`src/rtl/ctrl_bus_rtc_pkg.sv`:
```
// Shared definitions for the RTC bus-cycle engine and the general control FSM.
// Holds the FSM state encoding, default phase timings and RTC register map.
package rtc_pkg;

    typedef enum logic [2:0] {
        REPOSO   = 3'd0,
        DIR      = 3'd1,
        DIR_ESP  = 3'd2,
        DATO     = 3'd3,
        DATO_ESP = 3'd4,
        FIN      = 3'd5
    } estado_t;

    localparam int T_PULSO_DEF  = 4;
    localparam int T_ESPERA_DEF = 2;

    localparam logic [7:0] RTC_REG_CONTROL  = 8'h02;
    localparam logic [7:0] RTC_REG_SEGUNDOS = 8'h21;
    localparam logic [7:0] RTC_REG_MINUTOS  = 8'h22;
    localparam logic [7:0] RTC_REG_HORAS    = 8'h23;
    localparam logic [7:0] RTC_REG_DIA      = 8'h24;
    localparam logic [7:0] RTC_REG_MES      = 8'h25;
    localparam logic [7:0] RTC_REG_ANIO     = 8'h26;
    localparam logic [7:0] RTC_CMD_TRANSF   = 8'hF0;

    // Counter preload for a phase: the counter runs len-1 .. 0.
    function automatic logic [3:0] largo_fase(estado_t e, int tp, int te);
        case (e)
            DIR, DATO:         return 4'(tp - 1);
            DIR_ESP, DATO_ESP: return 4'(te - 1);
            default:           return 4'd0;
        endcase
    endfunction

endpackage

```
`src/rtl/ctrl_bus_rtc_if.sv`:
```
// Multiplexed address/data bus to the RTC chip (Intel-style strobes).
// master = bus-cycle engine, slave = RTC pad side / bench model.
interface ctrl_bus_rtc_if #(
    parameter int ANCHO = 8
) ();
    logic [ANCHO-1:0] ad_in;
    logic [ANCHO-1:0] ad_out;
    logic             ad_oe;
    logic             cs_n;
    logic             rd_n;
    logic             wr_n;
    logic             a_d;

    modport master (
        input  ad_in,
        output ad_out, ad_oe, cs_n, rd_n, wr_n, a_d
    );

    modport slave (
        output ad_in,
        input  ad_out, ad_oe, cs_n, rd_n, wr_n, a_d
    );
endinterface

```
`src/rtl/ctrl_bus_rtc_contador_fase.sv`:
```
// Loadable 4-bit phase down-counter; holds at zero and flags it.
// Load takes priority over counting.
module contador_fase (
    input  logic       CLK,
    input  logic       reset,
    input  logic       carga_i,
    input  logic [3:0] valor_i,
    output logic       cero_o
);
    logic [3:0] cuenta_q, cuenta_d;

    always_comb begin
        cuenta_d = cuenta_q;
        if (carga_i) begin
            cuenta_d = valor_i;
        end else if (cuenta_q != 4'd0) begin
            cuenta_d = cuenta_q - 4'd1;
        end
    end

    always_ff @(posedge CLK) begin
        if (reset) begin
            cuenta_q <= 4'd0;
        end else begin
            cuenta_q <= cuenta_d;
        end
    end

    assign cero_o = (cuenta_q == 4'd0);
endmodule

```
`src/rtl/ctrl_bus_rtc.sv`:
```
// Runs one address+data cycle on the RTC bus per accepted request, fin pulse on completion.
// Requests are only sampled while idle; anything arriving while ocupado is dropped.
module ctrl_bus_rtc
    import rtc_pkg::*;
#(
    parameter int T_PULSO  = T_PULSO_DEF,
    parameter int T_ESPERA = T_ESPERA_DEF,
    parameter int ANCHO    = 8
) (
    input  logic             CLK,
    input  logic             reset,
    input  logic             Inicio_Escritura,
    input  logic             Inicio_Lectura,
    input  logic [ANCHO-1:0] direccion,
    input  logic [ANCHO-1:0] dato_escribir,
    output logic [ANCHO-1:0] dato_leido,
    output logic             ocupado,
    output logic             fin,
    ctrl_bus_rtc_if.master   bus
);
    estado_t          estado_q, estado_d;
    logic             es_escritura_q, es_escritura_d;
    logic [ANCHO-1:0] dir_q, dir_d;
    logic [ANCHO-1:0] dat_q, dat_d;
    logic             cero;
    logic             carga;
    logic [3:0]       valor_carga;

    logic [ANCHO-1:0] ad_out_q, ad_out_d;
    logic [ANCHO-1:0] leido_q, leido_d;
    logic             ad_oe_q, ad_oe_d;
    logic             cs_n_q, cs_n_d;
    logic             rd_n_q, rd_n_d;
    logic             wr_n_q, wr_n_d;
    logic             a_d_q, a_d_d;
    logic             ocupado_q, ocupado_d;
    logic             fin_q, fin_d;

    contador_fase u_contador (
        .CLK     (CLK),
        .reset   (reset),
        .carga_i (carga),
        .valor_i (valor_carga),
        .cero_o  (cero)
    );

    always_comb begin
        estado_d       = estado_q;
        es_escritura_d = es_escritura_q;
        dir_d          = dir_q;
        dat_d          = dat_q;
        case (estado_q)
            REPOSO: begin
                if (Inicio_Escritura || Inicio_Lectura) begin
                    es_escritura_d = Inicio_Escritura;
                    dir_d          = direccion;
                    dat_d          = dato_escribir;
                    estado_d       = DIR;
                end
            end
            DIR:      if (cero) estado_d = DIR_ESP;
            DIR_ESP:  if (cero) estado_d = DATO;
            DATO:     if (cero) estado_d = DATO_ESP;
            DATO_ESP: if (cero) estado_d = FIN;
            FIN:      estado_d = REPOSO;
            default:  estado_d = REPOSO;
        endcase
    end

    assign carga       = (estado_d != estado_q);
    assign valor_carga = largo_fase(estado_d, T_PULSO, T_ESPERA);

    // Outputs are decoded from the upcoming state so the registered pins line up with it.
    always_comb begin
        cs_n_d    = 1'b1;
        rd_n_d    = 1'b1;
        wr_n_d    = 1'b1;
        a_d_d     = 1'b0;
        ad_oe_d   = 1'b0;
        ad_out_d  = ad_out_q;
        fin_d     = 1'b0;
        ocupado_d = (estado_d != REPOSO);
        leido_d   = leido_q;
        case (estado_d)
            DIR: begin
                cs_n_d   = 1'b0;
                wr_n_d   = 1'b0;
                ad_oe_d  = 1'b1;
                ad_out_d = dir_d;
            end
            DIR_ESP: begin
                ad_oe_d = (estado_q == DIR);
            end
            DATO: begin
                cs_n_d = 1'b0;
                a_d_d  = 1'b1;
                if (es_escritura_d) begin
                    wr_n_d   = 1'b0;
                    ad_oe_d  = 1'b1;
                    ad_out_d = dat_d;
                end else begin
                    rd_n_d = 1'b0;
                end
            end
            DATO_ESP: begin
                a_d_d   = 1'b1;
                ad_oe_d = es_escritura_d && (estado_q == DATO);
            end
            FIN: begin
                fin_d = 1'b1;
            end
            default: ;
        endcase
        if (estado_q == DATO && cero && !es_escritura_q) begin
            leido_d = bus.ad_in;
        end
    end

    always_ff @(posedge CLK) begin
        if (reset) begin
            estado_q       <= REPOSO;
            es_escritura_q <= 1'b0;
            dir_q          <= '0;
            dat_q          <= '0;
            ad_out_q       <= '0;
            leido_q        <= '0;
            ad_oe_q        <= 1'b0;
            cs_n_q         <= 1'b1;
            rd_n_q         <= 1'b1;
            wr_n_q         <= 1'b1;
            a_d_q          <= 1'b0;
            ocupado_q      <= 1'b0;
            fin_q          <= 1'b0;
        end else begin
            estado_q       <= estado_d;
            es_escritura_q <= es_escritura_d;
            dir_q          <= dir_d;
            dat_q          <= dat_d;
            ad_out_q       <= ad_out_d;
            leido_q        <= leido_d;
            ad_oe_q        <= ad_oe_d;
            cs_n_q         <= cs_n_d;
            rd_n_q         <= rd_n_d;
            wr_n_q         <= wr_n_d;
            a_d_q          <= a_d_d;
            ocupado_q      <= ocupado_d;
            fin_q          <= fin_d;
        end
    end

    assign bus.ad_out = ad_out_q;
    assign bus.ad_oe  = ad_oe_q;
    assign bus.cs_n   = cs_n_q;
    assign bus.rd_n   = rd_n_q;
    assign bus.wr_n   = wr_n_q;
    assign bus.a_d    = a_d_q;
    assign dato_leido = leido_q;
    assign ocupado    = ocupado_q;
    assign fin        = fin_q;
endmodule

```
`src/flat_wrapper.sv`:
```
// flat-port wrapper written by rule: the top's interface ports become plain ports
module ctrl_bus_rtc_flat import rtc_pkg::*;
#(
    parameter int T_PULSO  = T_PULSO_DEF,
    parameter int T_ESPERA = T_ESPERA_DEF,
    parameter int ANCHO    = 8
)
  (CLK, reset, Inicio_Escritura, Inicio_Lectura, direccion, dato_escribir, dato_leido, ocupado, fin, bus_ad_in, bus_ad_out, bus_ad_oe, bus_cs_n, bus_rd_n, bus_wr_n, bus_a_d);
  ctrl_bus_rtc_if #(.ANCHO(ANCHO)) bus_i ();
  input  logic CLK;
  input  logic reset;
  input  logic Inicio_Escritura;
  input  logic Inicio_Lectura;
  input  logic [ANCHO-1:0] direccion;
  input  logic [ANCHO-1:0] dato_escribir;
  output logic [ANCHO-1:0] dato_leido;
  output logic ocupado;
  output logic fin;
  input wire logic [$bits(bus_i.ad_in)-1:0] bus_ad_in;
  output wire logic [$bits(bus_i.ad_out)-1:0] bus_ad_out;
  output wire logic [$bits(bus_i.ad_oe)-1:0] bus_ad_oe;
  output wire logic [$bits(bus_i.cs_n)-1:0] bus_cs_n;
  output wire logic [$bits(bus_i.rd_n)-1:0] bus_rd_n;
  output wire logic [$bits(bus_i.wr_n)-1:0] bus_wr_n;
  output wire logic [$bits(bus_i.a_d)-1:0] bus_a_d;
  assign bus_i.ad_in = bus_ad_in;
  assign bus_ad_out = bus_i.ad_out;
  assign bus_ad_oe = bus_i.ad_oe;
  assign bus_cs_n = bus_i.cs_n;
  assign bus_rd_n = bus_i.rd_n;
  assign bus_wr_n = bus_i.wr_n;
  assign bus_a_d = bus_i.a_d;
  ctrl_bus_rtc #(.T_PULSO(T_PULSO), .T_ESPERA(T_ESPERA), .ANCHO(ANCHO)) u_core (.CLK(CLK), .reset(reset), .Inicio_Escritura(Inicio_Escritura), .Inicio_Lectura(Inicio_Lectura), .direccion(direccion), .dato_escribir(dato_escribir), .dato_leido(dato_leido), .ocupado(ocupado), .fin(fin), .bus(bus_i));
endmodule
```
`config.mk`:
```
export PLATFORM = sky130hd
export DESIGN_NAME = ctrl_bus_rtc_flat
export DESIGN_NICKNAME = d
export VERILOG_FILES = /design/src/rtl/ctrl_bus_rtc_pkg.sv /design/src/rtl/ctrl_bus_rtc_if.sv /design/src/rtl/ctrl_bus_rtc_contador_fase.sv /design/src/rtl/ctrl_bus_rtc.sv /design/src/flat_wrapper.sv
export SDC_FILE = /design/constraint.sdc
export NUM_CORES = 1
export LEC_CHECK = 0
export CAP_MARGIN = 20
export CORE_MARGIN = 2
export CORE_UTILIZATION = 43
export CTS_CLUSTER_DIAMETER = 80
export CTS_CLUSTER_SIZE = 25
export DETAILED_ROUTE_END_ITERATION = 10
export PLACE_DENSITY_LB_ADDON = 0.1
export SKIP_CTS_REPAIR_TIMING = 1
export SLEW_MARGIN = 20
export SYNTH_ARGS = -nofsm -noshare
export SYNTH_HDL_FRONTEND = slang
export SYNTH_SLANG_ARGS = --single-unit
```
`constraint.sdc`:
```
create_clock -name CLK -period 2 [get_ports CLK]
set_input_delay 0.4 -clock CLK [delete_from_list [all_inputs] [get_ports CLK]]
set_output_delay 0.4 -clock CLK [all_outputs]
set_load 0.01 [all_outputs]
```
==> results of run 1 <==
-- routing by layer --
| metal | up-vias | global-route usage (%) | wire [µm] |
|---|---|---|---|
| met2 | 40 | 31.3 | 2190 |
| met1 | 734 | 22.6 | 1890 |
| met5 | - | 0 | 0 |
| met4 | 0 | 4.40 | 32 |
| li1 | 798 | - | - |
| met3 | 5 | 5.13 | 177 |
-- synthesized netlist by cell type --
| library cell | instances | share of area [%] |
|---|---|---|
| nor3b_4 | 1 | 0.98 |
| a2111oi_0 | 1 | 0.46 |
| xor2_1 | 1 | 0.46 |
| buf_6 | 2 | 1.2 |
| nor2_1 | 35 | 6.8 |
| or3b_1 | 2 | 0.91 |
| mux2i_1 | 32 | 17 |
| o22a_1 | 1 | 0.46 |
| or4_1 | 1 | 0.39 |
| buf_4 | 1 | 0.39 |
| nand2_1 | 5 | 0.98 |
| or2_1 | 1 | 0.33 |
| nor3_2 | 1 | 0.52 |
| a21boi_0 | 2 | 0.78 |
| or3_1 | 3 | 0.98 |
| a21oi_1 | 6 | 1.6 |
| xnor2_1 | 3 | 1.4 |
| nor3_1 | 4 | 1.0 |
| nor2b_1 | 3 | 0.98 |
| a211o_1 | 2 | 0.91 |
| a22o_1 | 9 | 4.1 |
| dfxtp_1 | 47 | 49 |
| o21ai_2 | 2 | 0.91 |
| o21ai_0 | 3 | 0.78 |
| nand3_1 | 1 | 0.26 |
| ha_1 | 1 | 0.65 |
| clkbuf_1 | 6 | 1.2 |
| inv_1 | 5 | 0.98 |
| a211oi_1 | 4 | 1.6 |
| buf_2 | 3 | 0.78 |
| nor4_1 | 2 | 0.65 |
| nor2_4 | 1 | 0.59 |
| nor2_2 | 1 | 0.33 |
-- cell type report --
cell class,instances,area [µm²]
Clock buffer,6,72.6
Inverter,5,18.8
Fill cell,362,1570
Timing Repair Buffer,71,683
Sequential cell,47,942
Tap cell,52,65.1
Multi-Input combinational cell,128,913
Clock inverter,2,60.1
-- cell families after synthesis --
kind of cell	Yosys count	share of synthesized area (%)
AO/OA/AOI/OAI	30	11.5
AND/OR/NAND/NOR	61	15.8
buffers and inverters	17	4.50
multiplexers	32	16.7
XOR/XNOR	4	1.83
flip-flops	47	49.0
adder cells (fa/ha/maj)	1	0.652
-- through the flow --
stage	instance area [µm²]	TNS [ns]	util, %	hold slack, ns	setup slack, ns
floorplan	1920	0	-	0.455	0.100
global placement	2580	-0.729	59.6	0.472	-0.0925
detailed placement	2580	-0.978	59.6	0.472	-0.127
CTS	2710	-0.00185	62.7	0.501	-0.00185
global route	2760	-0.0183	63.7	0.512	-0.0183
finish	2760	0	63.7	0.495	0.0448
-- sequential cells by signal, summed over array words and instances, names as in the netlist, 3 cells and up --
signal,flops
u_core.estado_q,3
u_core.dir_q,8
u_core.bus.ad_out,8
u_core.dato_leido,8
u_core.u_contador.cuenta_q,4
u_core.dat_q,8
-- path summary, 6_finish.rpt --
kind,slack (ns),from,endpoint,cells after the start
worst max-delay path,0.04,u_core.u_contador.cuenta_q[1],u_core.bus.rd_n,7
worst min-delay path,0.50,u_core.bus.ad_out[6],u_core.bus.ad_out[6],1
worst max register to register,0.04,u_core.u_contador.cuenta_q[1],u_core.bus.rd_n,7
worst min register to register,0.50,u_core.bus.ad_out[6],u_core.bus.ad_out[6],1
-- power breakdown --
| part | internal [mW] | total [mW] | switching (mW) |
|---|---|---|---|
| logic | 1.04 | 1.96 | 0.918 |
| registers | 1.19 | 1.33 | 0.136 |
| clock network | 0.500 | 0.811 | 0.312 |
| total | 2.73 | 4.10 | 1.37 |
==> key figures, run 1 <==
Synthesis
  • Mapped Cells: approximately 190
  • Seq/Total Area, Yosys: around half
  • Seq cells post-synth: 47
  • Syn Nets: about 220
  • Ys Warns: 0
  • Cell variety after synth: 33
  • Post-Synthesis Mean Instance Area: approximately 10 µm²
  • Post-synthesis instance area: 0.00192 mm²

Worst setup path
  • Critical Path Slowest Stage Cell: or3_1
  • Crit-path max cell delay: roughly 0.36 ns
  • Critical Path AT: between 2 and 2.5 ns
  • Required @ worst endpoint: approximately 2.2 ns
  • Worst setup SP type: flip-flop
  • Worst Setup End Kind: flip-flop
  • Crit-path cells: inv_2, ha_4, nor3b_4, nand2_1, xor2_1, or3_1, or3_1
  • CP Max Fanout: 8
  • Bufs and invs on worst path: 1
  • CP top delay family: simple AND/OR/NAND/NOR gates
  • WS Path Type: flip-flop to flip-flop
  • CP most frequent cell: or3_1

Timing
  • Clock skew: approximately 0.012 ns
  • RSZ-0062 raised after global routing: true
  • Slew Limit Fails: 0
  • Worst slew margin: between 60% and 70%
  • Peak Freq: 511 MHz
  • Worst-margin pin slew: between 0.5 and 0.6 ns
  • # setup viols final: 0
  • Minimum clock period: 1.96 ns
  • Final worst path period share: between 90 and 100%
  • Final hold viol count: 0

Routing
  • Final ANT Viol Nets: 0
  • Residual DRC: 0
  • First drt pass iteration count: 5
  • Via density: 5.07
  • Vias: between 1500 and 2000
  • Initial drt markers: 64
  • Post-detailed-route wirelength per cell: 13.8 µm
  • Final WL: 4290 µm

Global routing
  • Grt total ovfl: 0
  • First-pass GRT wire length: around 7300 µm
  • Largest net degree at the start of global routing: 18
  • GRT Resource Usage Total: a little under a fifth
  • Initial antenna violation count: 0
  • Vias in the first global route: 1574

Placement
  • Hpwl dp: 3150 µm
  • GP Congestion: ~0.82
  • Port Buffer Count: 50
  • Placed insts: approximately 300

Floorplan
  • Row cnt: 24
  • Starting density of the core: 44.4%
  • Die Height: between 70 and 80 µm
  • Die Area: between 0.005 and 0.006 mm²
  • I/O Pins: slightly above 50
  • Die span in x: roughly 71 µm
  • Core region area: around 0.0043 mm²

Clock network
  • Root buf cell: clkbuf_8
  • Cts bufs inserted: 5
  • Clock transition at path regs: ~0.090 ns
  • Later-pin clock latency in the skew report: approximately 0.30 ns
  • CTS tree: done
  • Clk buf depth: 2
  • H-tree Lvls: 2
  • Clk sink count: 47

Final layout
  • Commonest non-fill, non-tap cells in the layout: clkdlybuf4s50_1 (50), dfxtp_1 (46), nor2_1 (34), mux2i_1 (32), buf_4 (19)
  • Nets: 287
  • Commonest non-fill, non-tap cell in the layout: clkdlybuf4s50_1
  • Antenna Cells: 0
  • Share of layout cells above drive strength 1: approximately 15%
  • Area delta synth->final: 43.5%
  • Final cell count without fillers: about 310

Pwr
  • Leak pwr: between 1 and 1.5 nW
  • Power, Total: just over 4 mW
  • Pwr Density: roughly 1500 mW/mm²
  • Maximum vdd ir drop: ~0.63 mV

Flow run
  • Max cap viols: 0

Min path
  • Hold Crit Class: flip-flop to flip-flop

Status
  • Status: finished clean
No activity file was read; power rests on OpenSTA's default activity.
==> inputs of run 2 (changes only) <==
--- a/config.mk
+++ b/config.mk
@@ -5,12 +5,14 @@
 export SDC_FILE = /design/constraint.sdc
 export NUM_CORES = 1
 export LEC_CHECK = 0
+export ABC_AREA = 1
 export CAP_MARGIN = 20
 export CORE_MARGIN = 2
-export CORE_UTILIZATION = 43
+export CORE_UTILIZATION = 44
 export CTS_CLUSTER_DIAMETER = 80
 export CTS_CLUSTER_SIZE = 25
 export DETAILED_ROUTE_END_ITERATION = 10
+export MAX_ROUTING_LAYER = met4
 export PLACE_DENSITY_LB_ADDON = 0.1
 export SKIP_CTS_REPAIR_TIMING = 1
 export SLEW_MARGIN = 20
==> run 2 against run 1 <==
  * Clock skew is 0.0079 ns lower
  * Core utilization is 2.3 points lower
  * Cell area is 0.91% lower
  * Sequential power hardly changed
  * Clock power is 26% lower
  * Non-clock buffer count is 16 lower
  * Hold slack worse by 0.020 ns
==> key figures, run 2 <==
Global routing
  • Initial antenna violation count: 0
  • GRT Resource Usage Total: a little under a fifth
  • Grt total ovfl: 0
  • Largest net degree at the start of global routing: 25
  • First-pass GRT wire length: 7280 µm
  • Vias in the first global route: approximately 1700

Floorplan
  • Die Area: 0.00525 mm²
  • Core region area: approximately 0.0044 mm²
  • I/O Pins: 51
  • Die Height: approximately 72 µm
  • Starting density of the core: between 40% and 50%
  • Row cnt: 24
  • Die span in x: roughly 72 µm

Worst setup path
  • WS Path Type: flip-flop to flip-flop
  • R2R Setup Slk: roughly 0.2 ns
  • Critical Path Slowest Stage Cell: dfxtp_1
  • Crit-path cells: inv_1, ha_1, nand3_1, nand2_2, nor2_4, inv_2, nor2_4, nand2_1, nand2_1, nor2_1, nor2_1
  • Reg2reg path depth: 11
  • Worst setup SP type: flip-flop
  • R2R Path End: u_core.bus.ad_out[6]
  • Critical Path AT: between 2 and 2.5 ns
  • Worst r2r src: u_core.u_contador.cuenta_q[0]
  • Required @ worst endpoint: roughly 2.2 ns
  • CP Max Fanout: 9
  • Worst Setup End Kind: flip-flop
  • Crit-path max cell delay: 0.37 ns
  • Crit path launch: u_core.u_contador.cuenta_q[0]

Routing
  • Via density: around 4.7
  • Final ANT Viol Nets: 0
  • Vias: 1897
  • Post-detailed-route wirelength per cell: between 10 and 15 µm
  • Final WL: approximately 4500 µm
  • Initial drt markers: a little under 90
  • Residual DRC: 0
  • First drt pass iteration count: 4

Final layout
  • Commonest non-fill, non-tap cell in the layout: nand2_1
  • Fillers: between 400 and 500
  • Share of layout cells above drive strength 1: approximately a tenth
  • Final cell count without fillers: 402
  • Fin area: approximately 0.0027 mm²
  • Nets: about 380
  • Antenna Cells: 0
  • Area delta synth->final: 32.5%
  • Commonest non-fill, non-tap cells in the layout: nand2_1 (105), clkdlybuf4s50_1 (50), dfxtp_1 (47), nor2_1 (44), a21oi_1 (20)

Timing
  • RSZ-0062 raised after global routing: false
  • Worst slew margin: approximately four fifths
  • Final hold viol count: 0
  • Slew Limit Fails: 0
  • WHS: around 0.47 ns
  • # setup viols final: 0
  • Peak Freq: roughly 550 MHz
  • Minimum clock period: between 1.5 and 2 ns
  • Final worst path period share: between 90% and 100%
  • Clock skew: between 0.003 and 0.004 ns
  • Worst-margin pin slew: around 0.29 ns

Synthesis
  • Post-synthesis instance area: 0.00206 mm²
  • Post-Synthesis Mean Instance Area: around 7 µm²
  • EDFF count, synth: 0
  • Mapped Cells: between 200 and 300
  • Post-synth ARST share: 0%
  • Area share of the largest cell type after synthesis: 45.7%
  • Top-count cell post-synth: nand2_1
  • Most used DFF post-synth: dfxtp_1
  • Seq/Total Area, Yosys: about 46%
  • Syn Nets: 324
  • Seq cells post-synth: 47
  • Commonest cells in the netlist: nand2_1 (106), dfxtp_1 (47), nor2_1 (44)
  • Yosys top cell by area: dfxtp_1
  • Ys Warns: 0
  • Top cells by area, synth: dfxtp_1 (46%), nand2_1 (19%), nor2_1 (8.0%)
  • Cell variety after synth: 30

Pwr
  • Power, Total: around 4 mW
  • Pwr Density: about 1500 mW/mm²
  • Maximum vdd ir drop: 0.693 mV
  • Leak pwr: between 1 and 1.5 nW

Flow run
  • Max cap viols: 0

Placement
  • Port Buffer Count: 50
  • DP Area: roughly 0.0026 mm²
  • Placed insts: slightly below 400
  • Hpwl dp: between 3000 and 4000 µm
  • GP Congestion: 0.897

Clock network
  • H-tree Lvls: 2
  • Cts bufs inserted: 5
  • Clk buf depth: 2
  • Clk sink count: 47
  • Later-pin clock latency in the skew report: between 0.2 and 0.3 ns
  • CTS tree: done
  • Clock transition at path regs: roughly 0.09 ns
  • Root buf cell: clkbuf_8

Min path
  • Hold depth: 2
  • Hold Startpoint: u_core.dir_q[3]
  • Hold Crit Class: flip-flop to flip-flop
  • Endpoint, Worst Hold: u_core.dir_q[3]

Status
  • Status: finished clean
[run 2: cells by family after synthesis]
| kind of cell | count (synthesis) | share of synthesized area [%] |
|---|---|---|
| compound gates | 37 | 9.59 |
| xor+xnor | 2 | 0.850 |
| flops | 47 | 45.7 |
| mux | 1 | 0.486 |
| buf+inv | 33 | 6.92 |
| fa+ha+maj | 1 | 0.607 |
| simple gates | 174 | 35.9 |
[run 2: layout make-up]
cell class | instances | area, µm² | area share, %
clock inverters | 1 | 8.76 | 0.321
multi-input cells | 215 | 980 | 35.9
repair buffers | 55 | 551 | 20.2
inverters | 25 | 98.8 | 3.62
clock buffers | 7 | 86.3 | 3.16
well taps | 52 | 65.1 | 2.38
flip-flops and latches | 47 | 941 | 34.5
[run 2: metal layers]
layer | vias to the layer above | global-route usage (%) | share of wire (%)
li1 | 1027 | - | -
met1 | 829 | 20.6 | 46
met2 | 39 | 31.7 | 48
met3 | 2 | 5.00 | 4.8
met4 | 0 | 4.94 | 0.65
met5 | - | - | 0
[run 2: how the worst max path moves through the flow]
| stage | endpoint | depth (start not counted) | slack [ns] |
|---|---|---|---|
| floorplan | u_core.bus.ad_out[0] | 11 | 0.38 |
| global placement | u_core.bus.ad_out[6] | 10 | 0.02 |
| detailed placement | u_core.bus.ad_out[6] | 10 | -0.08 |
| CTS | u_core.bus.ad_out[6] | 10 | 0.13 |
| global route | u_core.bus.ad_out[0] | 12 | 0.08 |
| finish | u_core.bus.ad_out[6] | 11 | 0.20 |
[run 2: critical path, delay by kind of cell, from the launching register on]
kind | cells | cell delay, ns
and+or+nand+nor | 8 | 0.98
buffers and inverters | 2 | 0.14
adders and majority gates | 1 | 0.24
DFF | 1 | 0.37
[run 2: report_power, final]
part / leakage (nW) / switching [mW] / total [mW] / internal [mW]
Clock: 0.0484 / 0.314 / 0.598 / 0.284
Sequential: 0.386 / 0.128 / 1.32 / 1.19
Combinational: 0.831 / 1.26 / 2.07 / 0.818
[run 2: through the flow]
step	util [%]	worst slack [ns]	setup TNS [ns]
after global placement	59.2	0.0167	0
after floorplan	-	0.384	0
after CTS	61.4	0.132	0
final	61.4	0.197	0
after global routing	61.4	0.0764	0
after detailed placement	59.2	-0.0758	-0.247
